--- src/rtl/vcu108_user_io_pkg.sv ---
// Shared defaults for the VCU108 user I/O block: channel counts, debounce
// length and LED brightness width, plus the debounce counter width helper.
package vcu108_user_io_pkg;

  localparam int DEF_NUM_SWITCHES    = 4;
  localparam int DEF_NUM_BUTTONS     = 5;
  localparam int DEF_NUM_LEDS        = 8;
  localparam int DEF_DEBOUNCE_CYCLES = 50000;
  localparam int DEF_PWM_BITS        = 4;

  // Counter must hold 0 .. cycles-1 and never wrap; keep at least one bit.
  function automatic int cnt_width(input int cycles);
    return (cycles < 2) ? 1 : $clog2(cycles);
  endfunction

endpackage

--- src/rtl/vcu108_debounce_channel.sv ---
// One debounced input bit: 2-flop synchroniser, stability counter, stable
// level flop and one-cycle rise/fall pulses aligned with the stable change.
module vcu108_debounce_channel
  import vcu108_user_io_pkg::*;
#(
  parameter int DEBOUNCE_CYCLES = DEF_DEBOUNCE_CYCLES
) (
  input  logic clk,
  input  logic reset_n,
  input  logic pin_i,
  output logic stable_o,
  output logic rise_o,
  output logic fall_o
);

  localparam int CNT_W = cnt_width(DEBOUNCE_CYCLES);
  localparam logic [CNT_W-1:0] CNT_LAST = CNT_W'(DEBOUNCE_CYCLES - 1);
  localparam logic [CNT_W-1:0] CNT_ONE  = CNT_W'(1);
  localparam logic [CNT_W-1:0] CNT_ZERO = CNT_W'(0);

  logic             sync1_d, sync1_q;
  logic             sync2_d, sync2_q;
  logic [CNT_W-1:0] cnt_d, cnt_q;
  logic             stable_d, stable_q;
  logic             rise_d, rise_q;
  logic             fall_d, fall_q;

  // Next-state: count cycles the synced level differs, commit on the last one.
  always_comb begin
    sync1_d  = pin_i;
    sync2_d  = sync1_q;
    cnt_d    = CNT_ZERO;
    stable_d = stable_q;
    rise_d   = 1'b0;
    fall_d   = 1'b0;
    if (sync2_q != stable_q) begin
      if (cnt_q == CNT_LAST) begin
        stable_d = sync2_q;
        rise_d   = sync2_q;
        fall_d   = ~sync2_q;
        cnt_d    = CNT_ZERO;
      end else begin
        cnt_d = cnt_q + CNT_ONE;
      end
    end else begin
      cnt_d = CNT_ZERO;
    end
  end

  // State registers, all cleared asynchronously.
  always_ff @(posedge clk or negedge reset_n) begin
    if (!reset_n) begin
      sync1_q  <= 1'b0;
      sync2_q  <= 1'b0;
      cnt_q    <= CNT_ZERO;
      stable_q <= 1'b0;
      rise_q   <= 1'b0;
      fall_q   <= 1'b0;
    end else begin
      sync1_q  <= sync1_d;
      sync2_q  <= sync2_d;
      cnt_q    <= cnt_d;
      stable_q <= stable_d;
      rise_q   <= rise_d;
      fall_q   <= fall_d;
    end
  end

  assign stable_o = stable_q;
  assign rise_o   = rise_q;
  assign fall_o   = fall_q;

endmodule

--- src/rtl/vcu108_user_io.sv ---
// VCU108 user I/O: debounced switches/buttons with press/release pulses and
// registered LED drive. Define VCU108_USER_IO_PWM_EN to enable per-LED PWM
// brightness; otherwise LEDs follow led_state and led_brightness is ignored.
module vcu108_user_io
  import vcu108_user_io_pkg::*;
#(
  parameter int NUM_SWITCHES    = DEF_NUM_SWITCHES,
  parameter int NUM_BUTTONS     = DEF_NUM_BUTTONS,
  parameter int NUM_LEDS        = DEF_NUM_LEDS,
  parameter int DEBOUNCE_CYCLES = DEF_DEBOUNCE_CYCLES,
  parameter int PWM_BITS        = DEF_PWM_BITS
) (
  input  logic                         clk,
  input  logic                         reset_n,
  input  logic [NUM_SWITCHES-1:0]      vcu108_inputs__switches,
  input  logic [NUM_BUTTONS-1:0]       vcu108_inputs__buttons,
  output logic [NUM_SWITCHES-1:0]      switches_stable,
  output logic [NUM_BUTTONS-1:0]       buttons_stable,
  output logic [NUM_BUTTONS-1:0]       button_pressed,
  output logic [NUM_BUTTONS-1:0]       button_released,
  input  logic [NUM_LEDS-1:0]          led_state,
  input  logic [NUM_LEDS*PWM_BITS-1:0] led_brightness,
  output logic [NUM_LEDS-1:0]          vcu108_leds__leds
);

  // Switch edges are not exported; the names mark them as intentionally dropped.
  logic [NUM_SWITCHES-1:0] switch_rise_unused_s;
  logic [NUM_SWITCHES-1:0] switch_fall_unused_s;

  for (genvar gi = 0; gi < NUM_SWITCHES; gi++) begin : g_sw
    vcu108_debounce_channel #(
      .DEBOUNCE_CYCLES(DEBOUNCE_CYCLES)
    ) u_chan (
      .clk     (clk),
      .reset_n (reset_n),
      .pin_i   (vcu108_inputs__switches[gi]),
      .stable_o(switches_stable[gi]),
      .rise_o  (switch_rise_unused_s[gi]),
      .fall_o  (switch_fall_unused_s[gi])
    );
  end

  for (genvar gi = 0; gi < NUM_BUTTONS; gi++) begin : g_btn
    vcu108_debounce_channel #(
      .DEBOUNCE_CYCLES(DEBOUNCE_CYCLES)
    ) u_chan (
      .clk     (clk),
      .reset_n (reset_n),
      .pin_i   (vcu108_inputs__buttons[gi]),
      .stable_o(buttons_stable[gi]),
      .rise_o  (button_pressed[gi]),
      .fall_o  (button_released[gi])
    );
  end

  logic [NUM_LEDS-1:0] leds_d, leds_q;

`ifdef VCU108_USER_IO_PWM_EN
  logic [PWM_BITS-1:0] pwm_d, pwm_q;
  logic [PWM_BITS-1:0] br_s [NUM_LEDS];

  for (genvar gi = 0; gi < NUM_LEDS; gi++) begin : g_br
    assign br_s[gi] = led_brightness[gi*PWM_BITS +: PWM_BITS];
  end

  // Free-running PWM phase; full-scale brightness means always on.
  always_comb begin
    pwm_d  = pwm_q + PWM_BITS'(1);
    leds_d = {NUM_LEDS{1'b0}};
    for (int i = 0; i < NUM_LEDS; i++) begin
      leds_d[i] = led_state[i] &
                  ((br_s[i] == {PWM_BITS{1'b1}}) | (pwm_q < br_s[i]));
    end
  end

  // PWM phase counter, wraps naturally at 2^PWM_BITS.
  always_ff @(posedge clk or negedge reset_n) begin
    if (!reset_n) begin
      pwm_q <= {PWM_BITS{1'b0}};
    end else begin
      pwm_q <= pwm_d;
    end
  end
`else
  logic brightness_unused_s;
  assign brightness_unused_s = ^led_brightness;

  // Without PWM the LEDs simply follow the requested on/off state.
  always_comb begin
    leds_d = led_state;
  end
`endif

  // Registered LED pin drive.
  always_ff @(posedge clk or negedge reset_n) begin
    if (!reset_n) begin
      leds_q <= {NUM_LEDS{1'b0}};
    end else begin
      leds_q <= leds_d;
    end
  end

  assign vcu108_leds__leds = leds_q;

endmodule

--- config.mk ---
export PLATFORM = sky130hd
export DESIGN_NAME = vcu108_user_io
export DESIGN_NICKNAME = d
export VERILOG_FILES = /design/src/rtl/vcu108_user_io_pkg.sv /design/src/rtl/vcu108_debounce_channel.sv /design/src/rtl/vcu108_user_io.sv
export SDC_FILE = /design/constraint.sdc
export NUM_CORES = 1
export LEC_CHECK = 0
export ABC_AREA = 0
export BUFFER_PORTS_ARGS = -buffer_cell sky130_fd_sc_hd__buf_4
export CORE_AREA = 5 5 175 177
export DETAILED_ROUTE_END_ITERATION = 16
export DIE_AREA = 0 0 180 182
export MAX_ROUTING_LAYER = met4
export SYNTH_ARGS = -nofsm -noshare
export SYNTH_HDL_FRONTEND = slang
export SYNTH_SLANG_ARGS = --single-unit
--- constraint.sdc ---
create_clock -name clk -period 3.89 [get_ports clk]
set_input_delay 0.389 -clock clk [delete_from_list [all_inputs] [get_ports clk]]
set_output_delay 0.389 -clock clk [all_outputs]
set_load 0.01 [all_outputs]
; ---- After elaboration in Yosys (flattened, before gate mapping)
; Cells that the tools add are included.
[op_classes]
add_sub_neg = 9
eq_ne = 18
muxes = 38
n_bitwise = 5
n_reduce_logical = 9
[ops]
columns = operator, n
row1 = $mux 16, 18
row2 = $add 16x1->16 const B, 9
row3 = $eq 16x16->1 const B, 9
row4 = $mux 1, 20
row5 = $reduce_and 2->1, 9
row6 = $ne 1x1->1, 9
row7 = $not 1->1, 5
[word_totals]
regBits = 189
input_bits = 51
wordCells = 126

; ---- Logic depth before layout (Yosys ltp)
; Gate-level depths: netlist (run 1).
[depth]
depth_word = 3
depth_mapped = 6
ltp_nobuf = 5

; ---- Cells and area by module
; Synthesis (run 1) repeated with hierarchy kept, for this count alone.
[unflattened]
cells_unflattened = 800
area_unflattened_um2 = 8927.3
[by_module_without_submodules]
columns = module, n_inst, cells_per_inst, area_each_um2
row1 = vcu108_debounce_channel, 9, 88, 969.7
row2 = vcu108_user_io, 1, 8, 200.2

; ---- Worst setup path before layout (run 1)
; No wires, ideal clock.
[synth_timing]
path_kind = register to register
start = register g_btn[0].u_chan.cnt_q[10]
end = register g_btn[0].u_chan.stable_q
setup_time_ns = 0.125
arrival_time_ns = 1.653
t_required_ns = 3.765
setup_slack_ns = 2.112
stages_incl_launch_ff = 4
synth_period_minus_slack_ns = 1.778
path_cell_list = dfrtp_1 -> or3_4 -> or4_4 -> mux2_4
[synth_between]
elab_chain_cells = 2
[synth_rtl]
columns = item, line
row1 = "start, declared", vcu108_debounce_channel.sv:23  ; logic [CNT_W-1:0] cnt_d, cnt_q;
row2 = "start signal, assigned", vcu108_debounce_channel.sv:62  ; cnt_q <= cnt_d;
row3 = $eq 16x16->1, vcu108_debounce_channel.sv:37  ; if (cnt_q == CNT_LAST) begin
row4 = $reduce_and 2->1 (no line), --
row5 = "end signal, assigned", vcu108_debounce_channel.sv:63  ; stable_q <= stable_d;
row6 = "end, declared", vcu108_debounce_channel.sv:24  ; logic stable_d, stable_q;
; Every way passes these cells.
; A chain may end at the register's enable or synchronous reset.

; ---- Final worst setup path (run 1)
[layout_timing]
start = register g_btn[0].u_chan.cnt_q[13]
end = register g_btn[0].u_chan.cnt_q[10]
[layout_between]
elab_chain_cells = 3
[layout_rtl]
columns = item, line
row1 = $eq 16x16->1, vcu108_debounce_channel.sv:37
row2 = $mux 16, vcu108_debounce_channel.sv:37
row3 = $mux 16, vcu108_debounce_channel.sv:36  ; if (sync2_q != stable_q) begin
row4 = named net g_btn[0].u_chan.cnt_d[10], vcu108_debounce_channel.sv:23
; The timed path passes the listed nets, and every way through them passes these cells.

==> out/results.tsv, run 1 <==
stage	metric	value	unit
global_route	grt_max_degree	101	
placed_design	hpwl	10.1	mm
sta	slew_headroom	45.5	%
die	fp.dieH	182	um
detailed_routing	vias	5621	
sta	skew	0.0143	ns
power	p_leak	3.95	nW
min_path	hp-class	primary input to async pin	
worst_setup_path	worstPathMaxFanout	15	
detailed_routing	vias_per_cell	4.53	
logic_synthesis	synthArstFlopShare	100	%
cts	clk_pin_slew	0.08	ns
power	p_per_area	404	nW/um^2
final_layout	nets	899	
placed_design	place_area	9190	sq um
global_route	antenna_found_initial	0	
cts	clock_latency	0.44	ns
logic_synthesis	synth_seq_cells	189	
worst_setup_path	worstReg2RegEnd	g_btn[0].u_chan.cnt_q[10]	
detailed_routing	ant_nets	0	
run_status	status	finished, final reports clean	
logic_synthesis	synth_enable_flop_cells	0	
detailed_routing	wire_per_inst	12.5	um
sta	min_period	1.96	ns
logic_synthesis	synth.distinct_cells	36	
final_layout	drive_gt1_share	11.6	%
detailed_routing	firstDrtPassIters	4	
final_layout	antennaDiodeCount	0	
cts	cts.repair.resized	0	
worst_setup_path	rr_startpoint	g_btn[0].u_chan.cnt_q[13]	
sta	tns	0	ns
flow_run	cap_violations	0	
sta	slew_violations	0	
die	dieArea	32800	sq um
logic_synthesis	ys_seq_area_share	55.5	%
logic_synthesis	synth_most_common_cell	dfrtp_1	
power	design_power_total	0.00396	W
sta	hold_slack	0.0360	ns
detailed_routing	totalWireLength	15.5	mm
sta	fin_crit_sh	50.4	%
global_route	grt_usage	10.3	%
cts	cts_hold_buf	0	
logic_synthesis	dominantRegCellSynth	dfrtp_1	
logic_synthesis	yosysTopAreaCell	dfrtp_1	
die	start_util	29.3	%
detailed_routing	drt-initial-drc-count	198	
global_route	grt_pass1_vias	5705	
sta	hold_viol	0	
cts	cts_root_buf	clkbuf_16	
die	top_level_ports	78	
global_route	grt-ovfl-total	0	
cts	numCtsBuffers	17	
worst_setup_path	arrival	2.24	ns
worst_setup_path	worstPathRequired	4.17	ns
power	ir_worst_vdd	0.000267	V
sta	worst_pin_slew	0.818	ns
sta	max_clock_freq	510	MHz
die	core	29100	sq um
logic_synthesis	postSynthCellCount	799	
logic_synthesis	synth_top_area_share	55.5	%
final_layout	stdcell_area	9820	sq um
cts	cts_tree	done	
final_layout	final_util	33.7	%
worst_setup_path	crit_type	flip-flop to flip-flop	
global_route	grt_first_pass_wirelength	27.5	mm
cts	cts_sinks	189	
final_layout	area_delta_synth_final	15.2	%
logic_synthesis	avgSynthCellArea	10.7	sq um
die	fp.dieW	180	um
detailed_routing	drc_errors	0	
worst_setup_path	critPathLaunch	g_btn[0].u_chan.cnt_q[13]	
logic_synthesis	yosys-top-cells-count	189 x dfrtp_1, 149 x nor2_1, 105 x xnor2_1, 50 x nand3_1	
worst_setup_path	rrSetupSlack	1.93	ns
logic_synthesis	yosys-top-cells-area	dfrtp_1 56%, xnor2_1 11%, nor2_1 6.6%	
worst_setup_path	startpoint_type	flip-flop	
worst_setup_path	r2r_cells	4	
worst_setup_path	endpoint_kind	flip-flop	
logic_synthesis	ys_warn_count	0	
die	rows	63	
sta	finalSetupViolCount	0	
logic_synthesis	syn_nets	859	
logic_synthesis	netlist_area	8520	sq um
sta	rsz0062_at_grt	false	
cts	htree_num_levels	4	
cts	postCtsSetupBuffers	0	
placed_design	place.gp.congestion	0.783	
placed_design	io_buffers	45	
cts	cts_max_path_buffers	2	
routing by layer:
metal	up-vias	track usage, %	routed length, um
li1	2813	-	-
met1	2741	13.3	7770
met2	57	15.9	7110
met3	10	2.84	481
met4	0	2.83	172
met5	-	-	0
sequential cells by signal (all words and copies together), names as in the netlist:
signal,flops
g_sw.u_chan.sync2_q,4
g_btn.u_chan.stable_o,5
g_btn.u_chan.fall_o,5
g_btn.u_chan.rise_o,5
g_btn.u_chan.sync2_q,5
g_btn.u_chan.sync1_q,5
g_sw.u_chan.stable_o,4
g_sw.u_chan.sync1_q,4
g_sw.u_chan.cnt_q,64
g_btn.u_chan.cnt_q,80
vcu108_leds__leds,8
placed cells by master, fill, tap and decap left out, drive strengths merged, types with 2 or more instances in the layout:
cell type and count:
nor3b 10, o31ai 3, and3 17, or4 5, nand4 34, ha 9, nor4b 8, mux2 9
buf 48, nand4bb 2, inv 32, xor2 26, nand3 52, nor4 34, clkinv 8, nand2 32
or2 2, or3 5, dfrtp 189, xnor2 105, clkbuf 18, nor4bb 14, nor3 33, a21oi 4
nor2 149
logic make-up after synthesis:
group / count (synthesis) / synth area share [%]
AOI/OAI and AO/OA: 9 / 0.881
xor gates and xnor gates: 131 / 13.5
adders and majority gates: 9 / 1.32
buffers and inverters: 54 / 3.32
DFF: 189 / 55.5
muxes: 9 / 1.23
and+or+nand+nor: 398 / 24.2
power by group:
| part | internal (W) | switching (W) | total (W) |
|---|---|---|---|
| combinational | 0.0000448 | 0.0000846 | 0.000129 |
| sequential | 0.00200 | 0.0000309 | 0.00203 |
| clock | 0.000932 | 0.000872 | 0.00180 |
| total | 0.00298 | 0.000988 | 0.00396 |
how the worst max path moves through the flow:
| stage | to | slack (ns) | depth (start not counted) |
|---|---|---|---|
| finish | g_btn[0].u_chan.cnt_q[10] | 1.93 | 4 |
| global route | g_btn[0].u_chan.cnt_q[15] | 1.72 | 4 |
| CTS | g_btn[0].u_chan.cnt_q[10] | 1.89 | 4 |
| floorplan | g_btn[0].u_chan.stable_o | 2.11 | 3 |
| detailed placement | g_btn[0].u_chan.cnt_q[5] | 1.91 | 4 |
| global placement | g_btn[0].u_chan.cnt_q[8] | 1.94 | 4 |
critical path: stages, from the launching register on:
cell      delay (ns)
dfrtp_1         0.42
nor4b_2         0.30
nand3b_1        0.18
o41ai_4         0.80
nor2_1          0.11
cell type report:
type,instances,area [sq um]
Clock buffer,17,425
Fill cell,2919,19300
Sequential cell,189,4730
Timing Repair Buffer,49,374
Tap cell,390,488
Clock inverter,15,196
Inverter,26,97.6
Multi-Input combinational cell,556,3500
metrics by stage:
stage	cells	worst slack, ns
global route	1242	1.72
finish	1242	1.93
CTS	1242	1.89
detailed placement	1210	1.91
floorplan	799	2.11
global placement	1210	1.94
No activity file was read; power rests on OpenSTA's default activity.
==> run 2: changes to the inputs <==
Clock period 3.89 ns to 1.6 ns, I/O delays scaled along.
==> out/results.tsv, run 2 (synthesis results as in run 1) <==
stage	metric	value	unit	change
run_status	status	complete, but fails checks		
run_status	failed_checks	negative setup slack		
cts	htree_num_levels	4		unchanged
placed_design	hpwl	11.0	mm	+9.2%
power	p_leak	4.55	nW	+15%
die	start_util	29.3	%	unchanged
detailed_routing	wl_met1	7.99	mm	+2.9%
detailed_routing	totalWireLength	16.9	mm	+8.8%
final_layout	largest-register	g_btn.u_chan.cnt_q		
final_layout	area_delta_synth_final	31.8	%	
worst_setup_path	worstPathMaxFanout	3		-12
sta	max_clock_freq	573	MHz	+12%
sta	rsz0062_at_grt	true		
cts	clk_pin_slew	0.08	ns	about the same
worst_setup_path	startpoint_type	flip-flop		
sta	worst_pin_slew	0.826	ns	+0.00814 ns
final_layout	antennaDiodeCount	0		unchanged
placed_design	io_buffers	45		unchanged
detailed_routing	met3_length	342	um	-29%
min_path	hp-class	primary input to async pin		
cts	cts_tree	done		
die	fp.dieW	180	um	unchanged
detailed_routing	wire_per_inst	12.4	um	-1.0%
final_layout	fillers	2772		-5.0%
global_route	grt-ovfl-total	0		unchanged
final_layout	drive_gt1_share	27.4	%	+16 points
power	p_per_area	884	nW/um^2	+120%
worst_setup_path	arrival	2.06	ns	-0.18 ns
worst_setup_path	endpoint_kind	flip-flop		
placed_design	place.gp.congestion	0.849		+8.5%
detailed_routing	drc_errors	0		unchanged
power	ir_worst_vdd	0.000610	V	+130%
cts	cts_sinks	189		unchanged
die	rows	63		unchanged
global_route	antenna_found_initial	0		unchanged
sta	hold_viol	0		unchanged
die	dieArea	32800	sq um	unchanged
global_route	grt_first_pass_wirelength	29.1	mm	+6.0%
sta	skew	0.0137	ns	-0.000599 ns
detailed_routing	dr.max_layer_used	met4		
detailed_routing	vias	6192		+10%
detailed_routing	vias_per_cell	4.54		+0.23%
final_layout	nets	1022		+14%
detailed_routing	drt-initial-drc-count	338		+71%
final_layout	final_cell_mix	188 x dfrtp_1, 140 x buf_4, 125 x nor2_1		
detailed_routing	firstDrtPassIters	4		unchanged
final_layout	largest_reg_flops	80		unchanged
cts	clock_latency	0.42	ns	-0.02 ns
final_layout	stdcell_area	11200	sq um	+14%
cts	cts_max_path_buffers	2		unchanged
placed_design	place_area	9880	sq um	+7.5%
final_layout	final_common_cell	dfrtp_1		
cts	numCtsBuffers	17		unchanged
sta	slew_violations	0		unchanged
sta	slew_headroom	44.8	%	-0.73 points
die	fp.dieH	182	um	unchanged
sta	fin_crit_sh	109	%	+59 points
worst_setup_path	crit_type	flip-flop to flip-flop		
global_route	grt_pass1_vias	6192		+8.5%
cts	cts_root_buf	clkbuf_16		
worst_setup_path	worstPathRequired	1.91	ns	-2.26 ns
detailed_routing	ant_nets	0		unchanged
sta	fin_ws	-0.147	ns	-2.08 ns
die	top_level_ports	78		unchanged
global_route	grt_usage	10.7	%	+0.48 points
sta	finalSetupViolCount	34		+34
global_route	grt_max_degree	73		-28%
detailed_routing	wl_met2	8.35	mm	+17%
placed_design	place_ws	-0.251	ns	-2.16 ns
die	core	29100	sq um	unchanged
flow_run	cap_violations	0		unchanged
sta	min_period	1.75	ns	-0.214 ns
## run 2: cell count changes in the layout (fill, tap and decap cells not counted), sizes merged
| cell | previous run | this run |
|---|---|---|
| buf | 48 | 152 |
| dlygate4sd3 | 0 | 18 |
| clkinv | 8 | 0 |
| clkbuf | 18 | 23 |
| bufinv | 1 | 3 |
| clkinvlp | 0 | 2 |
| inv | 32 | 31 |
| nand2 | 32 | 33 |
## run 2: stage by stage
step	hold WS [ns]	instances	util, %	total power (W)	TNS (ns)
after CTS	0.172	1351	37.0	0.0101	-0.481
after global placement	0.0776	1295	34.0	0.00542	-1.08
after floorplan	-0.136	799	-	0.00516	-1.02
final	0.176	1365	38.6	0.00992	-1.08
after global routing	0.203	1365	38.6	0.0104	-4.11
after detailed placement	0.0786	1295	34.0	0.00543	-1.79
## run 2: worst max-delay path, stage by stage, from the launching register on
cell and delay [ns]:
dfrtp_1 0.38, or3_4 0.39, or4_4 0.56, mux2_4 0.31
## run 2: metal layers
metal,track usage [%],up-vias
li1,-,3067
met1,13.5,3042
met2,17.4,66
met3,1.88,17
met4,4.11,0
met5,-,-
## run 2: final cells by class
class                   instances  area (sq um)  share of cell area, %
well taps                     390           488                   4.35
clock buffers                  22           474                   4.22
repair buffers                171          1410                   12.5
flip-flops and latches        189          4730                   42.1
clock inverters                10           149                   1.33
inverters                      26          97.6                  0.869
multi-input cells             557          3880                   34.6
## run 2: what timing repair did
action / in CTS / in global routing
cloned: 0 / 1
endpoints found under the hold margin: 137 / 0
resized for setup: 5 / 82
buffers inserted: 6 / 13
setup endpoints to repair: 38 / 100
hold buffers: 18 / 0
pin swaps: 5 / 27
## run 2: worst paths after layout
check	slack, ns	end	startpoint	cells after the start
setup / recovery	-0.15	g_btn[0].u_chan.stable_o	g_btn[0].u_chan.cnt_q[7]	3
min in group clk	0.35	g_sw[3].u_chan.sync2_q	g_sw[3].u_chan.sync1_q	0
setup reg to reg	-0.15	g_btn[0].u_chan.stable_o	g_btn[0].u_chan.cnt_q[7]	3
max in group asynchronous	0.73	g_sw[3].u_chan.cnt_q[4]	reset_n	3
hold / removal	0.18	g_sw[2].u_chan.cnt_q[2]	reset_n	2
hold reg to reg	0.35	g_sw[3].u_chan.sync2_q	g_sw[3].u_chan.sync1_q	0
## run 2: power by group
part	total [W]	internal (W)	leakage [nW]	switching, W
registers	0.00493	0.00486	2.56	0.0000669
logic	0.000471	0.000216	1.70	0.000254
clock network	0.00452	0.00262	0.299	0.00190
total	0.00992	0.00770	4.55	0.00222
